**src/rtl/spi_arbiter.sv**
```systemverilog
// spi_arbiter: round-robin sharing of one spi_interface between NUM_REQ requesters, with a busy watchdog.
module spi_arbiter #(
    parameter int NUM_REQ = 4,
    parameter int SELW    = 2,
    parameter int TIMEOUT = 65535
) (
    input  logic                  clk,
    input  logic                  reset,
    input  logic [NUM_REQ-1:0]    req_valid,
    input  logic [32*NUM_REQ-1:0] req_data_out,
    input  logic [8*NUM_REQ-1:0]  req_write_bits,
    input  logic [8*NUM_REQ-1:0]  req_read_bits,
    output logic [NUM_REQ-1:0]    req_ready,
    output logic [NUM_REQ-1:0]    rsp_valid,
    output logic [31:0]           rsp_data,
    output logic                  rsp_error,
    output logic [SELW-1:0]       spi_sel,
    output logic [31:0]           spi_data_out,
    output logic [7:0]            spi_write_bits,
    output logic [7:0]            spi_read_bits,
    output logic                  spi_request,
    input  logic                  spi_busy,
    input  logic [31:0]           spi_data_in
);
    typedef enum logic [1:0] {IDLE, ISSUE, WAIT, DRAIN} state_t;
    localparam logic [15:0] TLIM = 16'(TIMEOUT - 1);
    state_t state, state_nx;
    logic [SELW-1:0] rr, pick, idx;
    logic [15:0] cnt;
    logic timeout_hit;
    assign timeout_hit = (TIMEOUT != 0) && (cnt == TLIM);
    assign spi_request = state == ISSUE;
    assign req_ready = spi_request ? NUM_REQ'(1) << spi_sel : '0;
    // Pick the first valid requester at or above rr; scanning offsets downward lets the smallest offset win.
    always_comb begin
        pick = '0;
        idx = '0;
        for (int k = NUM_REQ - 1; k >= 0; k--) begin
            idx = SELW'((int'(rr) + k) % NUM_REQ);
            if (req_valid[idx]) pick = idx;
        end
    end
    // Next-state logic; the watchdog only fires while busy is still high.
    always_comb begin
        state_nx = state;
        case (state)
            IDLE:  state_nx = |req_valid ? ISSUE : IDLE;
            ISSUE: state_nx = WAIT;
            WAIT:  state_nx = !spi_busy ? IDLE : timeout_hit ? DRAIN : WAIT;
            DRAIN: state_nx = !spi_busy ? IDLE : DRAIN;
        endcase
    end
    // State register.
    always_ff @(posedge clk) state <= reset ? IDLE : state_nx;
    // Latch the winner, advance the pointer, run the watchdog and register the response strobe.
    always_ff @(posedge clk) begin
        if (reset) begin
            rr             <= '0;
            spi_sel        <= '0;
            spi_data_out   <= '0;
            spi_write_bits <= '0;
            spi_read_bits  <= '0;
            cnt            <= '0;
            rsp_valid      <= '0;
            rsp_data       <= '0;
            rsp_error      <= 1'b0;
        end else begin
            rsp_valid <= '0;
            case (state)
                IDLE: if (|req_valid) begin
                    spi_sel        <= pick;
                    spi_data_out   <= req_data_out[32*pick +: 32];
                    spi_write_bits <= req_write_bits[8*pick +: 8];
                    spi_read_bits  <= req_read_bits[8*pick +: 8];
                end
                ISSUE: begin
                    rr  <= (spi_sel == SELW'(NUM_REQ - 1)) ? '0 : spi_sel + 1'b1;
                    cnt <= '0;
                end
                WAIT: if (!spi_busy) begin
                    rsp_valid <= NUM_REQ'(1) << spi_sel;
                    rsp_data  <= spi_data_in;
                    rsp_error <= 1'b0;
                end else if (timeout_hit) begin
                    rsp_valid <= NUM_REQ'(1) << spi_sel;
                    rsp_data  <= '0;
                    rsp_error <= 1'b1;
                end else if (cnt != '1) begin
                    cnt <= cnt + 1'b1;
                end
                default: ;
            endcase
        end
    end
endmodule

```
**config.mk**
```make
export PLATFORM = sky130hd
export DESIGN_NAME = spi_arbiter
export DESIGN_NICKNAME = d
export VERILOG_FILES = /design/src/rtl/spi_arbiter.sv
export SDC_FILE = /design/constraint.sdc
export NUM_CORES = 1
export LEC_CHECK = 0
export CAP_MARGIN = 20
export CORE_AREA = 2 2 128 130
export CTS_CLUSTER_SIZE = 14
export DETAILED_ROUTE_END_ITERATION = 8
export DIE_AREA = 0 0 130 132
export PLACE_DENSITY = 0.77
export SLEW_MARGIN = 10
export SYNTH_ARGS = -nofsm -noshare
export SYNTH_HDL_FRONTEND = slang
export SYNTH_SLANG_ARGS = --single-unit
```
**constraint.sdc**
```tcl
create_clock -name clk -period 1.78 [get_ports clk]
set_clock_uncertainty 0.2 [all_clocks]
set_input_delay 0.356 -clock clk [delete_from_list [all_inputs] [get_ports clk]]
set_output_delay 0.356 -clock clk [all_outputs]
set_load 0.02 [all_outputs]
```
Word-level counts from Yosys, hierarchy flattened:

Cells that the tools add are included.

* eq/ne operators: 10
* magnitude comparators: 4
* add/sub/neg operators: 5
* $mul: 0
* reduce and logical (&&, ||, !) cells: 7
* bitwise gates (word level): 1
* shifts and indexed selects: 4
* muxes and demuxes: 29
* div/mod/pow operators: 0

Operator list (count)
* $shiftx 128x8->32: 1
* $mux 32: 2
* $shiftx 32x6->8: 2
* $mux 16: 3
* $pmux 16 s2: 1
* $add 16x1->16 const B: 1
* $eq 16x16->1 const B: 1
* $ne 16x16->1 const B: 1
* $mux 2: 7
* $lt 2x3->1 const B: 4
* $mux 4: 3
* $bmux 1 s2: 4
* $mux 1: 8
* $pmux 2 s4: 1
* $eq 2x2->1 const B: 3
* $ne 2x2->1 const B: 3
* $add 2x1->2 const B: 2
* $add 2x2->2 const B: 2
* $reduce_and 2->1: 2
* $reduce_and 4->1: 1
* $reduce_or 4->1: 1
* $shl 1x2->4 const A: 1
* $eq 2x1->1 const B: 1
* $logic_not 2->1: 1
* other kinds (4): 4

* latch bits: 0
* register bits: 107
* memories kept: 0
* input port bits: 231
* output and inout port bits: 92
* memory bits (read-only): 0
* bits in writable memories: 0
* word-level logic and storage cells: 70

Longest topological paths before layout:

* depth in word-level cells: 8
* mapped depth: 8
* gate-level depth less buffers: 7

Least setup slack after synthesis:

OpenSTA, ideal clock, no wires.

* kind: register to register
* start point: register cnt[2]
* end point: register rsp_data[3]
* buffers on the path: 1
* setup slack: -0.071 ns
* cell stages (with the launch flop): 7
* period minus slack after synthesis: 1.851 ns
* library setup time: 0.134 ns
* data required time: 1.446 ns
* arrival: 1.517 ns
* cells stage by stage: dfxtp_1 -> nand4_2 -> nor4_4 -> a21boi_2 -> buf_6 -> o21ai_1 -> a21oi_1

* longest elaborated chain between the ends: 3

Ends and longest elaborated chain
* from (decl): RTL line 29 `logic [15:0] cnt;`
* from (signal assigned): RTL line 89 `cnt <= cnt + 1'b1;`
* $eq 16x16->1: RTL line 31 `assign timeout_hit = (TIMEOUT != 0) && (cnt == TLIM);`
* $ne 2x1->1 (no line)
* $reduce_and 2->1 (no line)
* to (signal assigned): RTL line 82 `rsp_data <= spi_data_in;`
* to (decl): RTL line 15 `output logic [31:0] rsp_data,`

Every way passes these cells.
A chain may end at the register's enable or synchronous reset.

Worst setup path after layout:

* start point: register rr[1]
* end point: register spi_data_out[18]

* longest elaborated chain between the ends: 8
* elaborated cells on any way between the ends: 16
* classes of those cells: 3 x add/sub; 1 x shift; 12 x mux

Ends and longest elaborated chain
* from (decl): RTL line 28 `logic [SELW-1:0] rr, pick, idx;`
* from (signal assigned): RTL line 77 `rr <= (spi_sel == SELW'(NUM_REQ - 1)) ? '0 : spi_sel + 1'b1;`
* $add 2x2->2: RTL line 39 `idx = SELW'((int'(rr) + k) % NUM_REQ);`
* $bmux 1 s2: RTL line 40 `if (req_valid[idx]) pick = idx;`
* $mux 1 (not written as such): RTL line 40
* $mux 2 (3 in a row): RTL line 40
* $mux 2 *: RTL line 40
* $shiftx 128x8->32 *: RTL line 72 `spi_data_out <= req_data_out[32*pick +: 32];`
* to (signal assigned): RTL line 72
* to (decl): RTL line 18 `output logic [31:0] spi_data_out,`

Mark *: on every way between the ends. The rest lies on a longest branch, timed or not. The select of a mux whose other input is x is not followed.

==> qor.json <==
{
  "run_status": {"value": "complete, but fails checks"},
  "failed_checks": {"value": "negative setup slack"},
  "ys_seq_area_frac": {"value": 0.405},
  "floorplan.die.height": {"value": 132, "unit": "um"},
  "most_common_library_cell_in_the_layout_ignoring_fill_and_taps": {"value": "sky130_fd_sc_hd__clkdlybuf4s50_1"},
  "yosysTopAreaCellShare": {"value": 0.405},
  "top_level_ports": {"value": 323},
  "total_power": {"value": 11.5, "unit": "mW"},
  "worstSkewPairLatency": {"value": 360, "unit": "ps"},
  "cts_root_buffer": {"value": "sky130_fd_sc_hd__clkbuf_16"},
  "timing.final.hold_violations": {"value": 0},
  "final-setup-viol-count": {"value": 93},
  "dr.pass1.iters": {"value": 5},
  "combined_area_of_the_multi_input_logic_cells": {"value": 4110, "unit": "um^2"},
  "tightestPinTransition": {"value": 387, "unit": "ps"},
  "post_route_cells_drive_above_1_share": {"value": 0.377},
  "slew_headroom": {"value": 0.741},
  "clk_transition_reported_paths": {"value": 80, "unit": "ps"},
  "num-nets-final": {"value": 1250},
  "fp.coreArea": {"value": 15700, "unit": "um^2"},
  "netlist.top_cell.by_area": {"value": "sky130_fd_sc_hd__dfxtp_1"},
  "worstHoldPathType": {"value": "primary input to flip-flop"},
  "ir_drop": {"value": 0.675, "unit": "mV"},
  "netlist_area": {"value": 5290, "unit": "um^2"},
  "cts_htree_levels": {"value": 3},
  "routed_wl": {"value": 27.7, "unit": "mm"},
  "ctsLongestPathBuffers": {"value": 2},
  "via_count": {"value": 6624},
  "p_comb_frac": {"value": 0.537},
  "post-route-drc-count": {"value": 0},
  "worstSetupPathType": {"value": "flip-flop to flip-flop"},
  "depth_of_the_most_critical_reg_to_reg_path": {"value": 9},
  "synth.net_count": {"value": 812},
  "floorplan.die_area": {"value": 17200, "unit": "um^2"},
  "power_share_of_the_clock_group": {"value": 0.192},
  "post-route-period-util": {"value": 1.12},
  "hold_buffers": {"value": 0},
  "synth_area_per_inst": {"value": 9.20, "unit": "um^2"},
  "grt_antenna_before_repair": {"value": 1},
  "max_freq": {"value": 501, "unit": "MHz"},
  "timing.reg2reg.setup_slack": {"value": -210, "unit": "ps"},
  "pin_count_of_the_biggest_net_entering_global_routing": {"value": 34},
  "most_frequent_cells_in_the_layout": {"value": "sky130_fd_sc_hd__clkdlybuf4s50_1, sky130_fd_sc_hd__dfxtp_1, sky130_fd_sc_hd__nand2_1"},
  "seqPwrFrac": {"value": 0.271},
  "crit_path_launch": {"value": "rr[1]"},
  "worstSetupStartpointType": {"value": "flip-flop"},
  "crit_path_end": {"value": "spi_data_out[18]"},
  "final_instance_area": {"value": 12100, "unit": "um^2"},
  "max-cap-violations": {"value": 0},
  "post_synth_inst_count": {"value": 575},
  "grt_usage": {"value": 0.278},
  "p_sw": {"value": 4.23, "unit": "mW"},
  "synth_enable_flop_cells": {"value": 0},
  "synthDistinctLibCells": {"value": 44},
  "cts_tree": {"value": "done"},
  "detailed_place_hpwl": {"value": 15.1, "unit": "mm"},
  "r2r-start": {"value": "rr[1]"},
  "period_needed": {"value": 1990, "unit": "ps"},
  "route.detailed.vias_per_inst": {"value": 5.36},
  "yosys_register_bits": {"value": 107},
  "antenna_left": {"value": 0},
  "finish.cell_count_without_fillers": {"value": 1235},
  "postSynth.asyncResetShare": {"value": 0},
  "m1WireLength": {"value": 10.0, "unit": "mm"},
  "numCtsBuffers": {"value": 9},
  "timing.critical_path.arrival": {"value": 2040, "unit": "ps"},
  "layout_area_overhead": {"value": 128, "unit": "%"},
  "overflow": {"value": 0},
  "setup_repair_after_global_routing_missed_its_margin": {"value": "true"},
  "critical_path_required": {"value": 1820, "unit": "ps"},
  "dominantRegCellSynth": {"value": "sky130_fd_sc_hd__dfxtp_1"},
  "fillCellCount": {"value": 923},
  "start_util": {"value": 0.337},
  "placedInstanceArea": {"value": 9320, "unit": "um^2"},
  "grt_first_pass_wirelength": {"value": 36.9, "unit": "mm"},
  "final-seq-area": {"value": 2170, "unit": "um^2"},
  "port_buffers": {"value": 322},
  "met3RoutedLength": {"value": 1.87, "unit": "mm"},
  "setup.worst_path.end_class": {"value": "flip-flop"},
  "final-max-slew-violation-count": {"value": 0},
  "p_leak": {"value": 4.73, "unit": "nW"},
  "sw_frac_of_total": {"value": 0.367},
  "synth-warning-count": {"value": 0},
  "power.density_cell_area": {"value": 957, "unit": "nW/um^2"},
  "placementRows": {"value": 46},
  "numPlacedInstances": {"value": 1144},
  "die_w": {"value": 130, "unit": "um"},
  "wl_per_cell": {"value": 22.5, "unit": "um"},
  "drtIter0Drc": {"value": 313},
  "final_worst_setup_slack": {"value": -215, "unit": "ps"},
  "maxUsedRoutingLayer": {"value": "met4"},
  "critPathMaxFanout": {"value": 5},
  "clock-sinks": {"value": 107},
  "power_report.internal_total": {"value": 7.31, "unit": "mW"},
  "met2_routed_length": {"value": 14.2, "unit": "mm"},
  "routability_congestion_estimate": {"value": 0.907},
  "synth_top_area_cells": {"value": "sky130_fd_sc_hd__dfxtp_1, sky130_fd_sc_hd__mux2i_1, sky130_fd_sc_hd__o221ai_1"},
  "crit-reg2reg-capture": {"value": "spi_data_out[18]"},
  "grt_pass1_vias": {"value": 6712}
}
## per-layer routing
layer,track usage,vias up
met5,0,-
met4,0.140,0
met3,0.0739,110
met2,0.481,333
met1,0.311,3177
li1,-,3004
## registers in the layout (all words and copies together), names as in the netlist
signal,cells
cnt,16
rr,2
rsp_data,32
rsp_error,1
rsp_valid,4
spi_data_out,32
spi_read_bits,8
spi_sel,2
spi_write_bits,8
state,2
## repair_timing
item | 4_1_cts | 5_1_grt
resized for setup | 282 | 182
gates cloned | 23 | 4
pin swaps | 48 | 54
buffers inserted | 38 | 16
setup endpoints to repair | 156 | 106
## metrics by stage
| stage | util | setup WS (ps) | setup TNS, ps | hold slack (ps) |
|---|---|---|---|---|
| 3_3_place_gp | 0.593 | -645 | -40690 | 241 |
| 6_report | 0.767 | -215 | -8480 | 126 |
| 5_1_grt | 0.767 | -253 | -14860 | 119 |
| 3_5_place_dp | 0.593 | -699 | -43740 | 246 |
| 4_1_cts | 0.705 | -138 | -4340 | 120 |
| 2_1_floorplan | - | -3.55 | -70.9 | 271 |
## power groups by stage
stage	registers [mW]	clock network, mW	logic [mW]
after floorplan	3.59	0	1.44
after global placement	3.11	0	3.99
after detailed placement	3.11	0	4.03
after CTS	3.06	2.24	5.41
after global routing	3.18	2.32	6.44
final	3.13	2.21	6.20
## Yosys cell counts (all sizes together), types with 2 or more instances
| cell | count |
|---|---|
| o221ai | 48 |
| a21oi | 41 |
| a221oi | 2 |
| and2 | 8 |
| nand2 | 89 |
| nor3 | 5 |
| nor2 | 24 |
| ha | 6 |
| xnor2 | 11 |
| o21ai | 35 |
| nor2b | 3 |
| nand3 | 4 |
| nand4 | 4 |
| and4 | 2 |
| mux2i | 100 |
| a211oi | 10 |
| clkbuf | 16 |
| nand2b | 6 |
| inv | 11 |
| a31o | 2 |
| dfxtp | 107 |
| buf | 28 |
## logic make-up (layout without fill, tap and decap cells)
logic type,after synthesis,count (layout),synth area share
XOR/XNOR,11,11,0.0182
other,0,1,0
buffers and inverters,55,498,0.0518
AND/OR/NAND/NOR,150,150,0.129
flip-flops,107,107,0.405
AO/OA/AOI/OAI,146,146,0.193
adder cells (fa/ha/maj),6,6,0.0142
multiplexers,100,100,0.189
## area by class of cell
| class | count | area share |
|---|---|---|
| flip-flops and latches | 107 | 0.180 |
| well taps | 216 | 0.0224 |
| repair buffers | 470 | 0.426 |
| clock inverters | 7 | 0.00768 |
| diodes | 1 | 0.000208 |
| inverters | 11 | 0.00425 |
| clock buffers | 9 | 0.0187 |
| repair inverters | 1 | 0.000623 |
| multi-input cells | 413 | 0.341 |
## critical path, cell delays in order (launching register included)
cell and delay, ps:
sky130_fd_sc_hd__dfxtp_2 350, sky130_fd_sc_hd__a21oi_4 160, sky130_fd_sc_hd__o21ai_4 90, sky130_fd_sc_hd__a21oi_4 210
sky130_fd_sc_hd__buf_6 150, sky130_fd_sc_hd__buf_16 130, sky130_fd_sc_hd__buf_4 110, sky130_fd_sc_hd__buf_4 100
sky130_fd_sc_hd__mux2i_2 240, sky130_fd_sc_hd__o221ai_2 130
## how the worst min path moves through the flow
stage	startpoint	end	slack (ps)	cells past startpoint
after global routing	reset	rr[0]	120	2
after floorplan	rr[0]	rr[0]	270	2
after CTS	reset	rr[1]	120	2
after global placement	spi_data_out[29]	spi_data_out[29]	240	2
after detailed placement	spi_data_out[31]	spi_data_out[31]	250	2
final	reset	rr[0]	130	2
No activity file was read; power rests on OpenSTA's default activity.
